--- config.mk ---
export PLATFORM = sky130hd
export DESIGN_NAME = adc_sample_avg
export DESIGN_NICKNAME = d
export VERILOG_FILES = /design/src/rtl/adc_sample_avg.sv
export SDC_FILE = /design/constraint.sdc
export NUM_CORES = 1
export LEC_CHECK = 0
export CAP_MARGIN = 15
export CORE_ASPECT_RATIO = 1.25
export CORE_MARGIN = 3
export CORE_UTILIZATION = 60
export DETAILED_ROUTE_END_ITERATION = 10
export PLACE_DENSITY = 0.88
export SYNTH_ARGS = -nofsm -noshare
export SYNTH_HDL_FRONTEND = slang
export SYNTH_SLANG_ARGS = --single-unit
--- constraint.sdc ---
create_clock -name clk -period 4.4 [get_ports clk]
set_input_delay 1.1 -clock clk [delete_from_list [all_inputs] [get_ports clk]]
set_output_delay 1.1 -clock clk [all_outputs]
set_load 0.005 [all_outputs]
--- src/rtl/adc_sample_avg.sv ---
//-----------------------------------------------------------------------------
// adc_sample_avg
//   Averages windows of 2^AVG_LOG2 ADC samples and reports the rounded mean,
//   minimum and maximum of each completed window.
//
//   A sample is taken on the rising edge of the sample_en level, so a
//   data-valid strobe held high for many clocks counts as one sample.
//   The averaging FSM has three states:
//     IDLE  : nothing accumulated yet
//     ACCUM : window partly filled
//     DONE  : window just completed; the results are presented for this
//             single cycle, with avg_valid high
//   The result registers load on the edge that accepts the final sample,
//   so avg_out/min_out/max_out are already valid in the DONE cycle.
//
// Parameters
//   AVG_LOG2   log2 of samples per window, legal range 0..4
//
// Ports
//   clk        system clock
//   rst_n      asynchronous active-low reset
//   sample_in  ADC conversion result, valid while sample_en is high
//   sample_en  ADC data-valid level
//   clr        synchronous window clear (overrides sample_en)
//   avg_out    rounded mean of the last completed window
//   avg_valid  one-cycle pulse when avg_out/min_out/max_out update
//   min_out    minimum sample of the last completed window
//   max_out    maximum sample of the last completed window
//   win_cnt    samples accepted in the current window
//   thr_hi     alarm threshold      (only with ADC_AVG_ALARM_EN)
//   alarm      average > thr_hi     (only with ADC_AVG_ALARM_EN)
//
// Build option
//   ADC_AVG_ALARM_EN  adds the thr_hi input and alarm output.
//-----------------------------------------------------------------------------
`timescale 1ns/1ps

module adc_sample_avg #(
    parameter int AVG_LOG2 = 3
) (
    input  logic              clk,
    input  logic              rst_n,
    input  logic [7:0]        sample_in,
    input  logic              sample_en,
    input  logic              clr,
`ifdef ADC_AVG_ALARM_EN
    input  logic [7:0]        thr_hi,
    output logic              alarm,
`endif
    output logic [7:0]        avg_out,
    output logic              avg_valid,
    output logic [7:0]        min_out,
    output logic [7:0]        max_out,
    output logic [AVG_LOG2:0] win_cnt
);

    localparam int ACC_W = 8 + AVG_LOG2;
    localparam int CNT_W = AVG_LOG2 + 1;
    localparam int FULL  = 1 << AVG_LOG2;
    // Half an LSB of the result, so the shift rounds half up.
    localparam int RND_I = (AVG_LOG2 == 0) ? 0 : (1 << (AVG_LOG2 - 1));

    typedef enum logic [1:0] {
        IDLE  = 2'd0,
        ACCUM = 2'd1,
        DONE  = 2'd2
    } state_t;

    state_t             state_q, state_d;
    logic [ACC_W-1:0]   acc_q, acc_d;
    logic [7:0]         mn_q, mn_d;
    logic [7:0]         mx_q, mx_d;
    logic [CNT_W-1:0]   cnt_q, cnt_d;
    logic               en_q;
    logic               accept;
    logic               load;
    logic [ACC_W-1:0]   sum_rnd;
    logic [7:0]         avg_d;
    logic               avg_valid_q;

    // The edge detector keeps tracking sample_en even while clr is high.
    assign accept = sample_en & ~en_q & ~clr;

    always_comb begin
        state_d = state_q;
        acc_d   = acc_q;
        mn_d    = mn_q;
        mx_d    = mx_q;
        cnt_d   = cnt_q;

        case (state_q)
            IDLE, DONE: begin
                // A sample taken in DONE starts the next window directly.
                if (accept) begin
                    acc_d   = ACC_W'(sample_in);
                    mn_d    = sample_in;
                    mx_d    = sample_in;
                    cnt_d   = CNT_W'(1);
                    state_d = (AVG_LOG2 == 0) ? DONE : ACCUM;
                end else begin
                    acc_d   = '0;
                    mn_d    = 8'hFF;
                    mx_d    = 8'h00;
                    cnt_d   = '0;
                    state_d = IDLE;
                end
            end
            ACCUM: begin
                if (accept) begin
                    acc_d = acc_q + ACC_W'(sample_in);
                    mn_d  = (sample_in < mn_q) ? sample_in : mn_q;
                    mx_d  = (sample_in > mx_q) ? sample_in : mx_q;
                    cnt_d = cnt_q + CNT_W'(1);
                    if (cnt_d == CNT_W'(FULL))
                        state_d = DONE;
                end
            end
            default: state_d = IDLE;
        endcase

        if (clr) begin
            acc_d   = '0;
            mn_d    = 8'hFF;
            mx_d    = 8'h00;
            cnt_d   = '0;
            state_d = IDLE;
        end

        // Entering DONE means acc_d/mn_d/mx_d hold the complete window.
        load    = (state_d == DONE);
        // 255*2^N + 2^(N-1) < 2^(8+N): the rounding add cannot overflow.
        sum_rnd = acc_d + ACC_W'(RND_I);
        avg_d   = 8'(sum_rnd >> AVG_LOG2);
    end

    always_ff @(posedge clk or negedge rst_n) begin
        if (!rst_n) begin
            state_q     <= IDLE;
            acc_q       <= '0;
            mn_q        <= 8'hFF;
            mx_q        <= 8'h00;
            cnt_q       <= '0;
            en_q        <= 1'b0;
            avg_out     <= 8'h00;
            min_out     <= 8'h00;
            max_out     <= 8'h00;
            avg_valid_q <= 1'b0;
        end else begin
            state_q     <= state_d;
            acc_q       <= acc_d;
            mn_q        <= mn_d;
            mx_q        <= mx_d;
            cnt_q       <= cnt_d;
            en_q        <= sample_en;
            avg_valid_q <= load;
            if (load) begin
                avg_out <= avg_d;
                min_out <= mn_d;
                max_out <= mx_d;
            end
        end
    end

    // A clr in the DONE cycle hides the pulse.
    assign avg_valid = avg_valid_q & ~clr;
    assign win_cnt   = cnt_q;

`ifdef ADC_AVG_ALARM_EN
    always_ff @(posedge clk or negedge rst_n) begin
        if (!rst_n)
            alarm <= 1'b0;
        else if (clr)
            alarm <= 1'b0;
        else if (load)
            alarm <= (avg_d > thr_hi);
    end
`endif

endmodule

Word-level counts from Yosys, hierarchy flattened --
Cells that the tools add are included.
Word-level totals: word-level logic and storage cells 52, register bits after elaboration 59, output and inout bits 29, input bits 12
Operators by class: bitwise gates (word level) 5, reduce and logical (&&, ||, !) cells 4, magnitude comparators 2, eq/ne operators 5, $add $sub $neg 3, muxes and demuxes 23
Operator list (number):
- $mux W8 | 9
- $pmux W8 S2 | 2
- $mux W11 | 2
- $pmux W11 S2 | 1
- $add A11 B3 Y11 const B | 1
- $add A11 B8 Y11 | 1
- $gt A8 B8 Y1 | 1
- $lt A8 B8 Y1 | 1
- $mux W4 | 2
- $pmux W4 S2 | 1
- $mux W2 | 3
- $add A4 B1 Y4 const B | 1
- $eq A2 B2 Y1 const B | 2
- $eq A4 B4 Y1 const B | 1
- $pmux W2 S2 | 1
- $and A1 B1 Y1 | 3
- $ne A3 B3 Y1 const B | 1
- $reduce_bool A3 Y1 | 1
- $eq A2 B1 Y1 const B | 1
- $logic_not A2 Y1 | 1
- $mux W1 | 2
- $not A1 Y1 | 2
- $reduce_and A2 Y1 | 1
- $reduce_or A2 Y1 | 1

Logic depth before layout (Yosys ltp) --
Gate-level depths: netlist of run 1.
depth in word-level cells 7, depth in mapped cells 11, mapped depth without buffers 10

Least setup slack after synthesis of run 1 --
No wires, ideal clock.
path type input to register, from in sample_in[0], to reg avg_out[7], setup time 0.082 ns, stages 10, data arrival time 3.418 ns, setup slack 0.900 ns, buffers on the path 0, required time 4.318 ns, cell sequence ha_1 -> fa_1 -> a211oi_1 -> o21bai_1 -> a21oi_1 -> xor2_1 -> o221ai_1 -> nand4b_4 -> or4_1 -> a31oi_1
Between the ends: cells in the longest elaborated chain, start to end 5, elaborated cells between the ends (all ways) 6, classes of those cells add/sub (2); mux (4)
Ends and longest elaborated chain:
- from (decl) | RTL line 43 | input logic [7:0] sample_in,
- $add A11 B8 Y11 | RTL line 110 | acc_d = acc_q + ACC_W'(sample_in);
- $mux W11 | RTL line 109 | if (accept) begin
- $pmux W11 S2 (*) | RTL line 91 | case (state_q)
- $mux W11 (*) | RTL line 121 | if (clr) begin
- $add A11 B3 Y11 (*) | RTL line 132 | sum_rnd = acc_d + ACC_W'(RND_I);
- to (signal assigned) | RTL line 157 | avg_out <= avg_d;
- to (decl) | RTL line 50 | output logic [7:0] avg_out,
Every way passes the cells marked *; elsewhere a longest branch is shown, timed or not. A chain may end at the register's enable or synchronous reset.

Worst setup path in the final report of run 1 --
Ends and elaborated chain as after synthesis.

==> key figures, run 1 <==
Status
  • Outcome: finished, final reports clean

Place
  • Dpl hpwl: 6370 um
  • Final GP Congestion: 0.992
  • Instance area at placement: 4070 um^2
  • Port Buffer Count: 40

Timing
  • Final hold vios: 0
  • # setup viols final: 0
  • Fin Setup TNS: 0 ns
  • RSZ-0062 raised after global routing: false
  • Worst Tran Pin Value: 0.685 ns
  • Max Freq: 256 MHz
  • Rel. slew slack: 54.3%
  • Setup Skew: 0.0118 ns
  • Tcrit/Tclk final: 88.8%
  • Final Max Tran Viols: 0
  • Post-route minimum period: 3.91 ns

Worst setup path
  • Crit Path Category: primary input to flip-flop
  • Cells on worst reg2reg path: 10
  • RR Endpoint: avg_out[7]$_DFFE_PN0P_
  • Worst r2r src: acc_q[0]$_DFFE_PN0P_
  • Crit path from: sample_in[0]
  • CP endpoint kind: flip-flop
  • Nature of the critical path startpoint: primary input
  • Worst path required time: 4.67 ns
  • R2R Setup Slk: 1.35 ns
  • CP max FO: 4
  • Worst Path Arrival: 4.17 ns

Yosys
  • Flops & latches, synth: 59
  • Synth warnings: 0
  • Ys flop type: dfrtp_1
  • Synth Cell Area: 3560 um^2
  • Synth cell types: 59
  • Syn_nets: 408
  • Avg Synthesized Cell Area: 9.62 um^2
  • Ys async rst share: 100%
  • EDFF count, synth: 0
  • Sequential share of the synthesized area: 41.8%
  • Post-synthesis cell count: 370

Detailed routing
  • Initial DRC Count: 196
  • Residual DRC: 0
  • DRT antenna net count: 0
  • Routed WL per cell: 18.2 um
  • Routed vias: 2983
  • DR pass1 iterations: 4
  • WL final: 8880 um
  • DR vias/cell: 6.10

Cells and area
  • ANT cells: 0
  • Layout cell share with drive strength beyond 1: 15.1%
  • Layout Area Growth over Synthesis: 21.1%
  • Design Area, Final: 4310 um^2
  • Number of fillers in the final layout: 375
  • Commonest non-fill, non-tap cell in the layout: dfrtp_1
  • Nets: 458
  • Most frequent cells in the layout: dfrtp_1 (51), nand2_1 (48), clkdlybuf4s50_1 (39)

Worst hold path
  • Worst Hold Endpoint: max_out[2]$_DFFE_PN0P_
  • HP Start: max_out[2]$_DFFE_PN0P_
  • Hold Path Depth: 2
  • Worst hold path class: flip-flop to flip-flop

Global routing
  • Global-route wire length before repair: 14600 um
  • Largest net degree at the start of global routing: 39
  • Grt total ovfl: 0
  • Total GRT Usage: 28.2%
  • Initial antenna violation count: 0
  • Vias in the first global route: 3008

Power and ir drop
  • Sw frac: 23.9%
  • Pint: 1.01 mW
  • Switching pwr: 0.318 mW
  • Final Total Pwr: 1.33 mW
  • Power per Cell Area: 308 nW/um^2
  • Peak VDD IR: 0.388 mV
  • Comb pwr share: 12.1%
  • Sequential power share: 42.3%
  • Leakage Power: 1.97 nW
  • Part of the power in the clock network: 45.6%

Clock network
  • Clock Latency Late Sink: 0.34 ns
  • Setup bufs post-CTS: 0
  • Cts bufs inserted: 9
  • Resize count post-CTS: 0
  • Clock-pin slew on the worst setup and hold paths: 0.07 ns
  • Clk buf depth: 2
  • # hold bufs at CTS: 0
  • CTS sink count: 59
  • Htree depth: 3
  • CTS tree: built
  • Root Buffer: clkbuf_8

Floorplanning
  • Die width: 74.9 um
  • Core area: 5590 um^2
  • Io pins: 41
  • Row count: 30
  • Die height: 92.1 um
  • Starting Density: 63.6%
  • Die area: 6900 um^2

Job
  • # Max-Cap Violations: 0
[per-layer routing]
metal,vias to the layer above,routed length [um],global-route usage (%)
li1,1425,-,-
met1,1446,3640,34.6
met3,23,474,5.59
met5,-,0,0
met4,0,240,12.0
met2,89,4530,47.0
[how the worst max path moves through the flow]
stage	to	slack, ns	cells past startpoint
final	avg_out[7]$_DFFE_PN0P_	0.49	11
after global routing	avg_out[7]$_DFFE_PN0P_	0.26	11
after CTS	avg_out[7]$_DFFE_PN0P_	0.52	11
after detailed placement	avg_out[7]$_DFFE_PN0P_	0.19	11
after global placement	avg_out[7]$_DFFE_PN0P_	0.27	11
after floorplan	avg_out[7]$_DFFE_PN0P_	0.90	10
[state kept, by name, indices dropped and copies added, names as in the netlist]
signal and count:
acc_q 11, avg_out 8, avg_valid_q 1, en_q 1, max_out 8, min_out 8
mn_q 8, mx_q 8, state_q 2, win_cnt 4
[critical path, stage by stage]
cell	delay, ns
clkdlybuf4s50_1	0.44
ha_1	0.24
fa_1	0.41
a211oi_1	0.43
o21bai_1	0.14
a21oi_1	0.19
xor2_1	0.09
o221ai_1	0.36
nand4b_4	0.17
or4_1	0.42
a31oi_1	0.17
[cells in the mapped netlist, drive strengths merged (3+ instances only)]
cell	count	area (um^2)
a211oi	3	22.5
a21o	6	45.0
a21oi	17	85.1
a2bb2oi	3	26.3
a31oi	5	31.3
a32oi	3	26.3
and2	3	18.8
buf	7	45.0
clkbuf	9	33.8
dfrtp	51	1280
dfstp	8	210
ha	25	313
inv	19	71.3
mux2	12	135
mux2i	4	40.0
nand2	50	193
nand2b	4	25.0
nand3	10	50.1
nand4	4	25.0
nor2	29	116
nor2b	8	52.6
nor3	3	15.0
nor4	7	43.8
o21ai	23	119
o21bai	4	30.0
o22a	7	61.3
o311ai	7	61.3
xor2	11	96.3
[power groups by stage]
stage	clock network [mW]	logic [mW]	registers [mW]
global placement	0	0.154	0.571
floorplan	0	0.0962	0.570
CTS	0.610	0.160	0.562
finish	0.605	0.161	0.563
global route	0.638	0.177	0.563
detailed placement	0	0.157	0.572
[final cells by class]
| class | instances | area, um^2 | share of cell area (%) |
|---|---|---|---|
| Tap cell | 64 | 80.1 | 1.86 |
| Clock inverter | 5 | 100 | 2.32 |
| Timing Repair Buffer | 55 | 508 | 11.8 |
| Clock buffer | 11 | 141 | 3.28 |
| Inverter | 19 | 71.3 | 1.66 |
| Multi-Input combinational cell | 276 | 1920 | 44.6 |
| Sequential cell | 59 | 1490 | 34.5 |
[stage by stage]
step | utilization, % | instances | hold slack (ns) | worst slack [ns]
after floorplan | - | 370 | 0.470 | 0.900
after global routing | 77.0 | 489 | 0.499 | 0.257
after detailed placement | 72.7 | 473 | 0.469 | 0.192
after global placement | 72.7 | 473 | 0.460 | 0.275
final | 77.0 | 489 | 0.477 | 0.494
after CTS | 77.0 | 489 | 0.483 | 0.525
[cell families after synthesis]
kind of cell | after synthesis | share of synthesized area, %
AND/OR/NAND/NOR | 131 | 19.2
adder cells (fa/ha/maj) | 26 | 9.35
AO/OA/AOI/OAI | 90 | 17.3
XOR/XNOR | 13 | 3.20
buffers and inverters | 35 | 4.22
multiplexers | 16 | 4.92
flip-flops | 59 | 41.8
No activity file was read; power rests on OpenSTA's default activity.
==> inputs of run 2 (changes only) <==
--- a/config.mk
+++ b/config.mk
@@ -6,10 +6,10 @@
 export NUM_CORES = 1
 export LEC_CHECK = 0
 export CAP_MARGIN = 15
-export CORE_ASPECT_RATIO = 1.25
 export CORE_MARGIN = 3
 export CORE_UTILIZATION = 60
 export DETAILED_ROUTE_END_ITERATION = 10
+export MAX_ROUTING_LAYER = met4
 export PLACE_DENSITY = 0.88
 export SYNTH_ARGS = -nofsm -noshare
 export SYNTH_HDL_FRONTEND = slang
==> run 2 against run 1 <==
- die area about the same
- final cell count up 1.4%
- non-clock buffer count down 1
- hold slack about the same
- maximum frequency down 2.8%
- critical path depth unchanged
- power down 2.6%
- clock-buffer cell count unchanged
- combinational power about the same
- register-to-register slack worse by 0.17 ns
- clock power down 6.0%
- critical endpoint is now avg_out[6]$_DFFE_PN0P_
- largest cell class unchanged
==> key figures, run 2 (same netlist as run 1, synthesis figures left out) <==
Status
  • Outcome: finished, final reports clean

Place
  • Dpl hpwl: 6680 um
  • Placed insts: 480
  • Final GP Congestion: 0.950
  • Port Buffer Count: 40

Global routing
  • Initial antenna violation count: 0
  • Largest net degree at the start of global routing: 39
  • Global-route wire length before repair: 16100 um
  • Total GRT Usage: 30.1%
  • Vias in the first global route: 3283
  • Grt total ovfl: 0

Detailed routing
  • Initial DRC Count: 390
  • DR pass1 iterations: 5
  • DR vias/cell: 6.31
  • Residual DRC: 0
  • Routed vias: 3131
  • DRT antenna net count: 0
  • Routed WL per cell: 18.7 um
  • WL final: 9280 um

Floorplanning
  • Row count: 27
  • Starting Density: 63.5%
  • Die width: 83.0 um
  • Core area: 5610 um^2
  • Io pins: 41
  • Die area: 6890 um^2
  • Die height: 83.0 um

Worst setup path
  • Worst path required time: 4.62 ns
  • Worst path buffer plus inverter count: 1
  • CP endpoint kind: flip-flop
  • Delay-heaviest family, CP: compound AO/OA/AOI/OAI gates
  • Crit-path cells: clkdlybuf4s50_1, ha_1, fa_1, a211oi_1, nor2_1, o32ai_2, nand4_1, nor3_1, nand4_1, xnor2_1, o21ai_1
  • CP max FO: 4
  • R2R Setup Slk: 1.18 ns
  • Slowest stage delay, CP: 0.45 ns
  • Crit Path Category: primary input to flip-flop
  • Crit path from: sample_in[0]
  • Nature of the critical path startpoint: primary input
  • Most numerous cell on the critical path: nand4_1
  • Worst Path Arrival: 4.23 ns
  • Worst r2r src: acc_q[0]$_DFFE_PN0P_
  • Critical Path Slowest Stage Cell: a211oi_1

Clock network
  • Clk buf depth: 2
  • Clock Latency Late Sink: 0.35 ns
  • CTS tree: built
  • Root Buffer: clkbuf_8
  • Resize count post-CTS: 0
  • Htree depth: 3
  • Setup bufs post-CTS: 0
  • Cts bufs inserted: 9
  • # hold bufs at CTS: 0
  • CTS sink count: 59
  • Clock-pin slew on the worst setup and hold paths: 0.07 ns

Power and ir drop
  • Switching pwr: 0.327 mW
  • Final Total Pwr: 1.29 mW
  • Sequential power share: 43.5%
  • Leakage Power: 1.96 nW
  • Comb pwr share: 12.6%
  • Peak VDD IR: 0.324 mV
  • Pint: 0.968 mW
  • Part of the power in the clock network: 43.9%
  • Sw frac: 25.2%
  • Power per Cell Area: 301 nW/um^2

Cells and area
  • Non-filler cells, final: 496
  • Max reg flops: 11
  • ANT cells: 0
  • Commonest non-fill, non-tap cell in the layout: dfrtp_1
  • Nets: 457
  • Layout Area Growth over Synthesis: 20.7%
  • Top reg by flops: acc_q
  • Layout cell share with drive strength beyond 1: 15.1%
  • Most frequent cells in the layout: dfrtp_1 (51), nand2_1 (48), clkdlybuf4s50_1 (39)

Timing
  • Final Max Tran Viols: 0
  • Final hold vios: 0
  • # setup viols final: 0
  • Setup Skew: 0.00564 ns
  • Max Freq: 249 MHz
  • Post-route minimum period: 4.02 ns
  • Fin Setup TNS: 0 ns
  • Tcrit/Tclk final: 91.3%
  • Worst Tran Pin Value: 0.668 ns
  • RSZ-0062 raised after global routing: false
  • Rel. slew slack: 55.5%

Worst hold path
  • Worst hold path class: flip-flop to flip-flop
  • HP Start: min_out[4]$_DFFE_PN0P_

Job
  • # Max-Cap Violations: 0
==> run 2: routing by layer <==
layer / track usage (%) / up-vias / part of all wire (%)
met5: - / - / 0
met4: 14.4 / 0 / 2.9
met3: 5.16 / 27 / 7.7
met2: 46.2 / 155 / 48
met1: 38.9 / 1525 / 42
li1: - / 1424 / -
==> run 2: through the flow <==
stage | setup slack (ns) | instance area [um^2] | hold slack (ns) | utilization (%)
2_1_floorplan | 0.900 | 3560 | 0.470 | -
3_3_place_gp | 0.355 | 4070 | 0.458 | 72.6
3_5_place_dp | 0.196 | 4070 | 0.463 | 72.6
4_1_cts | 0.514 | 4300 | 0.479 | 76.6
5_1_grt | 0.247 | 4300 | 0.504 | 76.6
6_report | 0.382 | 4300 | 0.477 | 76.6
==> run 2: worst paths after layout <==
check / cells after the start / endpoint
setup reg to reg: 10 / avg_out[6]$_DFFE_PN0P_
hold / removal: 2 / min_out[4]$_DFFE_PN0P_
setup / recovery: 11 / avg_out[6]$_DFFE_PN0P_
max in group asynchronous: 2 / mn_q[3]$_DFF_PN1_
min in group asynchronous: 1 / min_out[1]$_DFFE_PN0P_
hold reg to reg: 2 / min_out[4]$_DFFE_PN0P_
==> run 2: power by group through the flow <==
| stage | clock network [mW] | registers [mW] | logic [mW] |
|---|---|---|---|
| after global placement | 0 | 0.572 | 0.153 |
| after floorplan | 0 | 0.570 | 0.0962 |
| after global routing | 0.594 | 0.564 | 0.182 |
| after CTS | 0.570 | 0.563 | 0.161 |
| final | 0.569 | 0.563 | 0.163 |
| after detailed placement | 0 | 0.572 | 0.159 |
==> run 2: layout make-up <==
type	instances	area (um^2)
tap	72	90.1
clock inverter	5	75.1
timing repair buffer	54	500
fill	376	1310
sequential	59	1490
clock buffer	11	151
multi-input combinational	276	1920
inverter	19	71.3
==> run 2: worst reg2reg max path, delay by kind of cell, from the launching register on <==
kind / cells / cell delay (ns)
compound gates: 3 / 0.99
fa+ha+maj: 2 / 0.62
xor+xnor: 1 / 0.23
flops: 1 / 0.39
simple gates: 4 / 0.84
==> inputs of run 3 (changes only) <==
--- a/config.mk
+++ b/config.mk
@@ -7,10 +7,10 @@
 export LEC_CHECK = 0
 export CAP_MARGIN = 15
 export CORE_MARGIN = 3
-export CORE_UTILIZATION = 60
+export CORE_UTILIZATION = 56
 export DETAILED_ROUTE_END_ITERATION = 10
 export MAX_ROUTING_LAYER = met4
-export PLACE_DENSITY = 0.88
+export PLACE_DENSITY = 0.83
 export SYNTH_ARGS = -nofsm -noshare
 export SYNTH_HDL_FRONTEND = slang
 export SYNTH_SLANG_ARGS = --single-unit
==> constraint.sdc (replaced) <==
create_clock -name clk -period 4.6 [get_ports clk]
set_input_delay 1.15 -clock clk [delete_from_list [all_inputs] [get_ports clk]]
set_output_delay 1.15 -clock clk [all_outputs]
set_load 0.005 [all_outputs]
==> run 3 against run 2 <==
- sequential cell count unchanged
- die area increased by 6.6%
- sequential power decreased by 4.4%
- hold slack improved by 0.0041 ns
- global-route usage decreased by 1.9 points
- routed wire length increased by 0.59%
- clock-buffer cell count decreased by 1
- via count decreased by 1.9%
- clock skew increased by 0.0042 ns
- highest routed layer unchanged
==> key figures, run 3 (same netlist as run 1, synthesis figures left out) <==
Power and ir drop
  • Comb pwr share: 12.6%
  • Pint: 0.912 mW
  • Switching pwr: 0.317 mW
  • Sequential power share: 43.8%
  • Leakage Power: 1.94 nW
  • Power per Cell Area: 286 nW/um^2
  • Part of the power in the clock network: 43.6%
  • Sw frac: 25.8%
  • Peak VDD IR: 0.220 mV

Floorplanning
  • Die area: 7350 um^2
  • Starting Density: 59.1%
  • Io pins: 41
  • Die width: 85.7 um
  • Die height: 85.7 um
  • Row count: 28
  • Core area: 6030 um^2

Detailed routing
  • DRT antenna net count: 0
  • WL final: 9340 um
  • DR vias/cell: 6.17
  • Initial DRC Count: 301
  • Residual DRC: 0
  • Routed WL per cell: 18.7 um
  • Routed vias: 3073
  • DR pass1 iterations: 5

Clock network
  • Clock-pin slew on the worst setup and hold paths: 0.07 ns
  • Cts bufs inserted: 9
  • Root Buffer: clkbuf_8
  • Clk buf depth: 2
  • Resize count post-CTS: 0
  • Clock Latency Late Sink: 0.34 ns
  • Setup bufs post-CTS: 0
  • Htree depth: 3
  • # hold bufs at CTS: 0
  • CTS tree: built
  • CTS sink count: 59

Worst setup path
  • Worst path required time: 4.87 ns
  • CP endpoint kind: flip-flop
  • Nature of the critical path startpoint: primary input
  • CP max FO: 4
  • Crit Path Category: primary input to flip-flop
  • Worst Path Arrival: 4.34 ns

Cells and area
  • Layout Area Growth over Synthesis: 20.6%
  • FF/Latch Area: 1490 um^2
  • Number of fillers in the final layout: 461
  • Top reg by flops: acc_q
  • Commonest non-fill, non-tap cell in the layout: dfrtp_1
  • Multi-input gate area: 1920 um^2
  • ANT cells: 0
  • Most frequent cells in the layout: dfrtp_1 (51), nand2_1 (48), clkdlybuf4s50_1 (39)
  • Nets: 456
  • Layout cell share with drive strength beyond 1: 14.9%
  • Max reg flops: 11

Place
  • Place WS: 0.286 ns
  • Final GP Congestion: 0.884
  • Dpl hpwl: 6660 um
  • Port Buffer Count: 40

Timing
  • Rel. slew slack: 53.6%
  • Final hold vios: 0
  • Setup Skew: 0.00981 ns
  • Post-route minimum period: 4.07 ns
  • Worst Tran Pin Value: 0.696 ns
  • Final Max Tran Viols: 0
  • Setup ws final: 0.526 ns
  • # setup viols final: 0
  • Fin Setup TNS: 0 ns
  • Tcrit/Tclk final: 88.6%
  • Max Freq: 245 MHz
  • RSZ-0062 raised after global routing: false

Status
  • Outcome: finished, final reports clean

Global routing
  • Vias in the first global route: 3225
  • Total GRT Usage: 28.2%
  • Largest net degree at the start of global routing: 39
  • Initial antenna violation count: 0
  • Global-route wire length before repair: 15600 um
  • Grt total ovfl: 0

Worst hold path
  • Worst hold path class: flip-flop to flip-flop

Job
  • # Max-Cap Violations: 0
## run 3: cell count changes in the layout (fill, tap and decap cells not counted)
cell	delta
clkinv_2	-2
clkinvlp_4	+2
buf_4	-1
clkbuf_8	-1
clkinv_4	+1
## run 3: final timing paths
path / startpoint / to / slack, ns / cells after the start
worst min register to register: min_out[4]$_DFFE_PN0P_ / min_out[4]$_DFFE_PN0P_ / 0.48 / 2
worst max register to register: acc_q[0]$_DFFE_PN0P_ / avg_out[7]$_DFFE_PN0P_ / 1.46 / 10
max in group asynchronous: rst_n / mn_q[1]$_DFF_PN1_ / 2.85 / 2
worst max-delay path: sample_in[0] / avg_out[7]$_DFFE_PN0P_ / 0.53 / 11
min in group asynchronous: rst_n / avg_out[5]$_DFFE_PN0P_ / 0.83 / 1
worst min-delay path: min_out[4]$_DFFE_PN0P_ / min_out[4]$_DFFE_PN0P_ / 0.48 / 2
## run 3: critical path: stages
cell and delay, ns:
clkdlybuf4s50_1 0.46, ha_1 0.25, fa_1 0.42, a211oi_1 0.46, o21bai_1 0.14, a21oi_1 0.20
xor2_1 0.09, o221ai_1 0.40, nand4b_4 0.16, or4_1 0.43, a31oi_1 0.17
## run 3: routing by layer
layer,track usage (%),wire length (um),share of wire (%)
met1,35.1,3980,43
met2,44.2,4350,47
met3,6.63,747,8.0
met4,11.9,259,2.8
met5,-,0,0
## run 3: stage by stage
step                      power [mW]  hold slack (ns)  cell area, um^2  util [%]  cells
after CTS                       1.23            0.481             4290      71.2    498
final                           1.23            0.481             4290      71.2    498
after detailed placement       0.699            0.463             4070      67.5    482
after floorplan                0.638            0.470             3560         -    370
after global placement         0.694            0.462             4070      67.5    482
after global routing            1.27            0.500             4290      71.2    498
## run 3: layout make-up
class,instances,area share [%]
multi-input cells,276,44.8
flip-flops and latches,59,34.6
repair buffers,53,11.5
clock buffers,10,3.21
well taps,75,2.19
clock inverters,6,2.07
inverters,19,1.66
## run 3: power groups by stage
| stage | Clock [mW] | Combinational, mW | Sequential (mW) |
|---|---|---|---|
| after floorplan | 0 | 0.0920 | 0.546 |
| after global placement | 0 | 0.147 | 0.547 |
| after detailed placement | 0 | 0.152 | 0.547 |
| after CTS | 0.539 | 0.153 | 0.538 |
| after global routing | 0.563 | 0.171 | 0.539 |
| final | 0.537 | 0.155 | 0.538 |
